`src/rtl/floating_point_divider.sv`:
```
`default_nettype none
// ============================================================================
// Module      : floating_point_divider
// Description : Iterative IEEE-754 single-precision divider, quotient = x / y.
//               Restoring mantissa division, one quotient bit per clock, with
//               a start/busy/done handshake. Normal operands only; exponent
//               0/255 operands with nonzero mantissa are treated as normals.
// Ports       : clk         - clock, all state on rising edge
//               rst         - synchronous active-high reset (aborts any op)
//               start       - request, sampled only while idle
//               x, y        - dividend / divisor (IEEE-754 single)
//               busy        - operation in flight (CALC and NORM cycles)
//               done        - one-cycle pulse, quotient and flags valid
//               quotient    - result, held until rewritten
//               overflow    - result exponent >= 255, quotient = signed inf
//               underflow   - result exponent <= 0, quotient = signed zero
//               div_by_zero - divisor is zero
// Revision    : 1.0 - initial release
// ============================================================================
module floating_point_divider #(
    parameter int ROUND = 0
) (
    input  logic        clk,
    input  logic        rst,
    input  logic        start,
    input  logic [31:0] x,
    input  logic [31:0] y,
    output logic        busy,
    output logic        done,
    output logic [31:0] quotient,
    output logic        overflow,
    output logic        underflow,
    output logic        div_by_zero
);

    localparam int c_ITER = 25 + ROUND;

    localparam logic [1:0] c_S_IDLE = 2'd0;
    localparam logic [1:0] c_S_CALC = 2'd1;
    localparam logic [1:0] c_S_NORM = 2'd2;
    localparam logic [1:0] c_S_DONE = 2'd3;

    logic [1:0]        r_state;
    logic [1:0]        w_state_nxt;

    logic              r_sign;
    logic signed [9:0] r_exp;
    logic [24:0]       r_rem;
    logic [23:0]       r_div;
    logic [c_ITER-1:0] r_q;
    logic [4:0]        r_cnt;
    logic [31:0]       r_quot;
    logic              r_ovf;
    logic              r_unf;
    logic              r_dz;

    // ------------------------------------------------------------------
    // Operand decode
    // ------------------------------------------------------------------
    logic       w_x_zero;
    logic       w_y_zero;
    logic       w_sign;
    logic [9:0] w_e_start;
    logic       w_accept;

    assign w_x_zero  = (x[30:0] == 31'd0);
    assign w_y_zero  = (y[30:0] == 31'd0);
    assign w_sign    = x[31] ^ y[31];
    assign w_e_start = {2'b00, x[30:23]} - {2'b00, y[30:23]} + 10'd127;
    assign w_accept  = (r_state == c_S_IDLE) && start;

    // ------------------------------------------------------------------
    // One restoring step. The remainder is always below twice the divisor,
    // so after a successful subtract the difference fits in 24 bits and
    // the low 24 bits of the subtraction are exact.
    // ------------------------------------------------------------------
    logic        w_ge;
    logic [23:0] w_sub;
    logic [24:0] w_rem_nxt;

    assign w_ge      = (r_rem >= {1'b0, r_div});
    assign w_sub     = r_rem[23:0] - r_div;
    assign w_rem_nxt = w_ge ? {w_sub, 1'b0} : {r_rem[23:0], 1'b0};

    // ------------------------------------------------------------------
    // Normalisation and rounding. The raw ratio lies in [0.5, 2), so at
    // most one position of left shift is needed.
    // ------------------------------------------------------------------
    logic              w_msb;
    logic [22:0]       w_mant_t;
    logic signed [9:0] w_exp_t;
    logic              w_guard;
    logic [23:0]       w_mant_sum;
    logic              w_carry;
    logic [22:0]       w_mant;
    logic signed [9:0] w_exp;
    logic              w_ovf;
    logic              w_unf;

    assign w_msb    = r_q[c_ITER-1];
    assign w_mant_t = w_msb ? r_q[c_ITER-2 -: 23] : r_q[c_ITER-3 -: 23];
    assign w_exp_t  = w_msb ? r_exp : (r_exp - 10'sd1);

    generate
        if (ROUND != 0) begin : g_round
            assign w_guard = w_msb ? r_q[c_ITER-25] : r_q[c_ITER-26];
        end else begin : g_trunc
            assign w_guard = 1'b0;
        end
    endgenerate

    assign w_mant_sum = {1'b0, w_mant_t} + {23'd0, w_guard};
    assign w_carry    = w_mant_sum[23];
    assign w_mant     = w_carry ? 23'd0 : w_mant_sum[22:0];
    assign w_exp      = w_carry ? (w_exp_t + 10'sd1) : w_exp_t;
    assign w_ovf      = (w_exp >= 10'sd255);
    assign w_unf      = (w_exp <= 10'sd0);

    // ------------------------------------------------------------------
    // FSM: state register
    // ------------------------------------------------------------------
    always_ff @(posedge clk) begin
        if (rst) begin
            r_state <= c_S_IDLE;
        end else begin
            r_state <= w_state_nxt;
        end
    end

    // ------------------------------------------------------------------
    // FSM: next-state logic
    // ------------------------------------------------------------------
    always_comb begin
        w_state_nxt = r_state;
        case (r_state)
            c_S_IDLE: begin
                if (start) begin
                    w_state_nxt = (w_x_zero || w_y_zero) ? c_S_DONE : c_S_CALC;
                end
            end
            c_S_CALC: begin
                if (r_cnt == 5'd0) begin
                    w_state_nxt = c_S_NORM;
                end
            end
            c_S_NORM: w_state_nxt = c_S_DONE;
            c_S_DONE: w_state_nxt = c_S_IDLE;
            default:  w_state_nxt = c_S_IDLE;
        endcase
    end

    // ------------------------------------------------------------------
    // FSM: outputs
    // ------------------------------------------------------------------
    always_comb begin
        busy = 1'b0;
        done = 1'b0;
        case (r_state)
            c_S_CALC: busy = 1'b1;
            c_S_NORM: busy = 1'b1;
            c_S_DONE: done = 1'b1;
            default: begin
                busy = 1'b0;
                done = 1'b0;
            end
        endcase
    end

    // ------------------------------------------------------------------
    // Datapath registers
    // ------------------------------------------------------------------
    always_ff @(posedge clk) begin
        if (rst) begin
            r_sign <= 1'b0;
            r_exp  <= 10'sd0;
            r_rem  <= 25'd0;
            r_div  <= 24'd0;
            r_q    <= '0;
            r_cnt  <= 5'd0;
            r_quot <= 32'd0;
            r_ovf  <= 1'b0;
            r_unf  <= 1'b0;
            r_dz   <= 1'b0;
        end else begin
            if (w_accept) begin
                r_sign <= w_sign;
                r_exp  <= w_e_start;
                r_rem  <= {2'b01, x[22:0]};
                r_div  <= {1'b1, y[22:0]};
                r_q    <= '0;
                r_cnt  <= 5'(c_ITER - 1);
                r_ovf  <= 1'b0;
                r_unf  <= 1'b0;
                r_dz   <= 1'b0;
                // Zero operands are resolved here and skip the datapath
                if (w_x_zero && w_y_zero) begin
                    r_quot <= 32'h7FC0_0000;
                    r_dz   <= 1'b1;
                end else if (w_y_zero) begin
                    r_quot <= {w_sign, 8'hFF, 23'd0};
                    r_dz   <= 1'b1;
                end else if (w_x_zero) begin
                    r_quot <= {w_sign, 31'd0};
                end
            end else if (r_state == c_S_CALC) begin
                r_rem <= w_rem_nxt;
                r_q   <= {r_q[c_ITER-2:0], w_ge};
                r_cnt <= r_cnt - 5'd1;
            end else if (r_state == c_S_NORM) begin
                if (w_ovf) begin
                    r_ovf  <= 1'b1;
                    r_quot <= {r_sign, 8'hFF, 23'd0};
                end else if (w_unf) begin
                    r_unf  <= 1'b1;
                    r_quot <= {r_sign, 31'd0};
                end else begin
                    r_quot <= {r_sign, w_exp[7:0], w_mant};
                end
            end
        end
    end

    assign quotient    = r_quot;
    assign overflow    = r_ovf;
    assign underflow   = r_unf;
    assign div_by_zero = r_dz;

endmodule
`default_nettype wire

```
`config.mk`:
```
export PLATFORM = sky130hd
export DESIGN_NAME = floating_point_divider
export DESIGN_NICKNAME = d
export VERILOG_FILES = /design/src/rtl/floating_point_divider.sv
export SDC_FILE = /design/constraint.sdc
export NUM_CORES = 1
export LEC_CHECK = 0
export CORE_UTILIZATION = 35
export DETAILED_ROUTE_END_ITERATION = 6
export PLACE_DENSITY = 0.54
export SYNTH_ARGS = -nofsm -noshare
export SYNTH_HDL_FRONTEND = slang
export SYNTH_SLANG_ARGS = --single-unit
```
`constraint.sdc`:
```
create_clock -name clk -period 6.2 [get_ports clk]
set_clock_uncertainty 0.05 [all_clocks]
set_input_delay 0.62 -clock clk [delete_from_list [all_inputs] [get_ports clk]]
set_output_delay 0.62 -clock clk [all_outputs]
set_load 0.005 [all_outputs]
```
==> impl_metrics.prom <==
# TYPE chip_impl_metric gauge
chip_impl_metric{name="postSynthAreaPerCell",unit="µm²"} 8.11
chip_impl_metric{name="placed_cells",unit=""} 1296
chip_impl_metric{name="crit_arrival",unit="ns"} 3.81
chip_impl_info{name="min_delay_worst_endpoint",value="quotient[8]"} 1
chip_impl_info{name="status",value="finished, final reports clean"} 1
chip_impl_metric{name="ctsResizeCount",unit=""} 0
chip_impl_metric{name="drc_violation_count_after_routing",unit=""} 0
chip_impl_metric{name="crit_required",unit="ns"} 6.46
chip_impl_metric{name="instances_no_fill",unit=""} 1328
chip_impl_metric{name="synth_register_bits",unit=""} 127
chip_impl_info{name="rsz0062_at_grt",value="false"} 1
chip_impl_info{name="critical_path.reg2reg.startpoint",value="r_div[4]"} 1
chip_impl_metric{name="post_synth_xor_area_fraction",unit="%"} 4.64
chip_impl_metric{name="vdd.ir_drop.worst",unit="mV"} 0.265
chip_impl_info{name="combinational_family_with_the_most_area_after_synthesis",value="compound AO/OA/AOI/OAI gates"} 1
chip_impl_metric{name="initial_antenna_violation_count",unit=""} 0
chip_impl_metric{name="worstMarginPinSlew",unit="ns"} 0.925
chip_impl_metric{name="r2r.worst_path.cells",unit=""} 10
chip_impl_metric{name="fmax_achieved",unit="GHz"} 0.282
chip_impl_metric{name="min_clock_period_post_route",unit="ns"} 3.55
chip_impl_metric{name="cts_buffers",unit=""} 17
chip_impl_metric{name="synthSimpleGateAreaFrac",unit="%"} 20.5
chip_impl_metric{name="h_tree_levels",unit=""} 4
chip_impl_metric{name="synth_seq_area_share",unit="%"} 32.8
chip_impl_metric{name="routed_wire_length_per_instance",unit="µm"} 16.8
chip_impl_metric{name="post_synth_instance_area",unit="µm²"} 7740
chip_impl_metric{name="synth-compound-area-share",unit="%"} 22.7
chip_impl_metric{name="die_y",unit="µm"} 151
chip_impl_metric{name="critical_path_peak_fanout",unit=""} 16
chip_impl_info{name="cts.root.buffer_cell",value="clkbuf_16"} 1
chip_impl_metric{name="grt_pass1_vias",unit=""} 6754
chip_impl_metric{name="placement.io_buffers",unit=""} 103
chip_impl_metric{name="die_footprint",unit="µm²"} 22700
chip_impl_metric{name="first_pass_grt_wire_length",unit="µm"} 35500
chip_impl_info{name="most-common-layout-cells",value="dfxtp_1 (126), nand2_1 (111), clkdlybuf4s50_1 (102)"} 1
chip_impl_metric{name="yosysWarnings",unit=""} 0
chip_impl_metric{name="die_w",unit="µm"} 151
chip_impl_metric{name="asyncSetResetFlopFracSynth",unit="%"} 0
chip_impl_metric{name="clkLatencyLatePin",unit="ns"} 0.42
chip_impl_metric{name="std_cell_rows",unit=""} 54
chip_impl_info{name="post_synth_main_area_contributors",value="dfxtp_1 (33%), ha_1 (6.6%), mux2i_1 (6.2%)"} 1
chip_impl_metric{name="powerDensity",unit="nW/µm²"} 519
chip_impl_metric{name="cts-root-to-sink-buffers",unit=""} 2
chip_impl_metric{name="number_of_sinks_on_the_clock_net",unit=""} 127
chip_impl_metric{name="post-cts-setup-buffer-count",unit=""} 0
chip_impl_metric{name="route.vias.total",unit=""} 7103
chip_impl_metric{name="timing.final.hold_violations",unit=""} 0
chip_impl_metric{name="antenna_cells",unit=""} 0
chip_impl_metric{name="syn_to_final_growth",unit="%"} 23.6
chip_impl_metric{name="finalSetupViolations",unit=""} 0
chip_impl_metric{name="setup_total_negative_slack",unit="ns"} 0
chip_impl_metric{name="synth_largest_type_area_fraction",unit="%"} 32.8
chip_impl_info{name="yosysTopAreaCell",value="dfxtp_1"} 1
chip_impl_metric{name="via_per_inst",unit=""} 5.35
chip_impl_metric{name="yosys.area_share.adder",unit="%"} 7.14
chip_impl_metric{name="boundaryPins",unit=""} 104
chip_impl_metric{name="drv_cap",unit=""} 0
chip_impl_metric{name="synth_cell_type_count",unit=""} 76
chip_impl_metric{name="drt-pass1-iter-count",unit=""} 5
chip_impl_metric{name="dp_hpwl",unit="µm"} 15600
chip_impl_metric{name="reg2reg_slack",unit="ns"} 2.65
chip_impl_metric{name="finish.net_count",unit=""} 1145
chip_impl_info{name="startpoint_kind_of_the_worst_setup_timing_path",value="flip-flop"} 1
chip_impl_metric{name="globalplace.congestion",unit=""} 0.841
chip_impl_info{name="worst_hold_startpoint",value="quotient[8]"} 1
chip_impl_info{name="kind_of_critical_path",value="flip-flop to flip-flop"} 1
chip_impl_metric{name="post_route_cells_drive_above_1_share",unit="%"} 8.68
chip_impl_metric{name="min_path_cells",unit=""} 2
chip_impl_metric{name="syn_inst",unit=""} 955
chip_impl_info{name="reg_to_reg_end",value="r_rem[24]"} 1
chip_impl_metric{name="grt_max_degree",unit=""} 74
chip_impl_metric{name="muxShareOfSynthArea",unit="%"} 6.79
chip_impl_info{name="clock_tree_from_tritoncts",value="done"} 1
chip_impl_metric{name="final_max_slew_viol_count",unit=""} 0
chip_impl_metric{name="synth_enable_flop_cells",unit=""} 0
chip_impl_metric{name="p_leak",unit="nW"} 3.54
chip_impl_metric{name="syn_nets",unit=""} 1065
chip_impl_metric{name="cts.hold.buffers_added",unit=""} 0
chip_impl_metric{name="grt_overflow_total",unit=""} 0
chip_impl_info{name="final_common_cell",value="dfxtp_1"} 1
chip_impl_metric{name="clk_pin_slew",unit="ns"} 0.06
chip_impl_metric{name="drtAntennaViolNets",unit=""} 0
chip_impl_metric{name="final.period_utilization",unit="%"} 57.3
chip_impl_metric{name="holdWs",unit="ns"} 0.403
chip_impl_metric{name="core_box_area",unit="µm²"} 21800
chip_impl_info{name="timing.critical_path.to_type",value="flip-flop"} 1
chip_impl_metric{name="route.final.wire_length",unit="µm"} 22400
chip_impl_info{name="worst_hold_path_type",value="flip-flop to flip-flop"} 1
chip_impl_metric{name="grt_util_all_layers",unit="%"} 20.2
chip_impl_info{name="crit_start",value="r_div[4]"} 1
chip_impl_metric{name="start_util",unit="%"} 35.6
chip_impl_metric{name="worst_slew_slack_as_a_fraction_of_its_limit",unit="%"} 38.2
chip_impl_metric{name="first_drt_iteration_drcs",unit=""} 397
chip_impl_info{name="synth_flop_type",value="dfxtp_1"} 1
## cell type report
type | instances | area [µm²]
repair buffers | 112 | 1090
multi-input cells | 725 | 4780
flip-flops and latches | 127 | 2540
inverters | 52 | 195
fillers | 2234 | 12200
clock buffers | 18 | 439
clock inverters | 14 | 169
well taps | 280 | 350
## critical path, cell delays in order (launching register included)
cell and delay, ns:
dfxtp_1 0.34, inv_1 0.06, ha_1 0.36, a21o_1 0.21, a211o_1 0.26, o21bai_2 0.25
a21oi_2 0.14, o211ai_2 0.74, nand2_2 0.40, mux2_1 0.42, a32o_1 0.21
## cell usage after synthesis (5+ instances only)
master / instances
a211oi_1: 29
a21o_1: 10
a21oi_1: 75
a311oi_1: 5
a31oi_1: 6
and3_1: 6
buf_1: 7
buf_2: 7
clkbuf_1: 33
dfxtp_1: 127
ha_1: 41
inv_1: 51
mux2i_1: 48
nand2_1: 112
nand2b_1: 6
nand3_1: 29
nand3b_1: 6
nand4_1: 7
nor2_1: 93
nor3_1: 19
nor4_1: 18
o211ai_1: 10
o21a_1: 8
o21ai_0: 28
o21ai_2: 20
o31ai_1: 14
or3_1: 9
xnor2_1: 25
xor2_1: 16
## power breakdown
group / leakage, nW / internal [mW] / switching [mW]
Combinational: 2.21 / 1.12 / 1.65
Sequential: 1.04 / 0.991 / 0.158
Clock: 0.296 / 0.617 / 0.428
Total: 3.54 / 2.73 / 2.23
## metrics by stage
stage               cell area (µm²)  power [mW]  utilization, %  worst slack [ns]
floorplan                      7740        3.21               -              3.28
CTS                            9570        4.98            44.0              2.72
detailed placement             8960        3.91            41.2              2.35
finish                         9570        4.97            44.0              2.65
global route                   9570        5.34            44.0              2.54
global placement               8960        3.91            41.2              2.39
## kinds of logic after synthesis
logic type | after synthesis
adders and majority gates | 43
xor gates and xnor gates | 41
and+or+nand+nor | 333
DFF | 127
muxes | 52
AOI/OAI and AO/OA | 256
buffers and inverters | 103
## flip-flops by register name (all words and copies together) (netlist names), 2 cells and up
signal / count
r_div: 24
r_state: 2
r_cnt: 5
r_q: 25
r_rem: 25
quotient: 32
r_exp: 10
## how the worst max path moves through the flow
stage,endpoint,slack (ns),depth (start not counted)
floorplan,r_exp[8],3.28,11
global placement,quotient[0],2.39,9
detailed placement,quotient[1],2.35,9
CTS,r_rem[24],2.72,10
global route,r_rem[24],2.54,10
finish,r_rem[24],2.65,10
## layer usage
metal	GRT usage, %	share of wire [%]
met5	0	0
met4	5.80	1.7
met3	3.61	4.6
met2	31.8	44
met1	28.1	50
No activity file was read; power rests on OpenSTA's default activity.
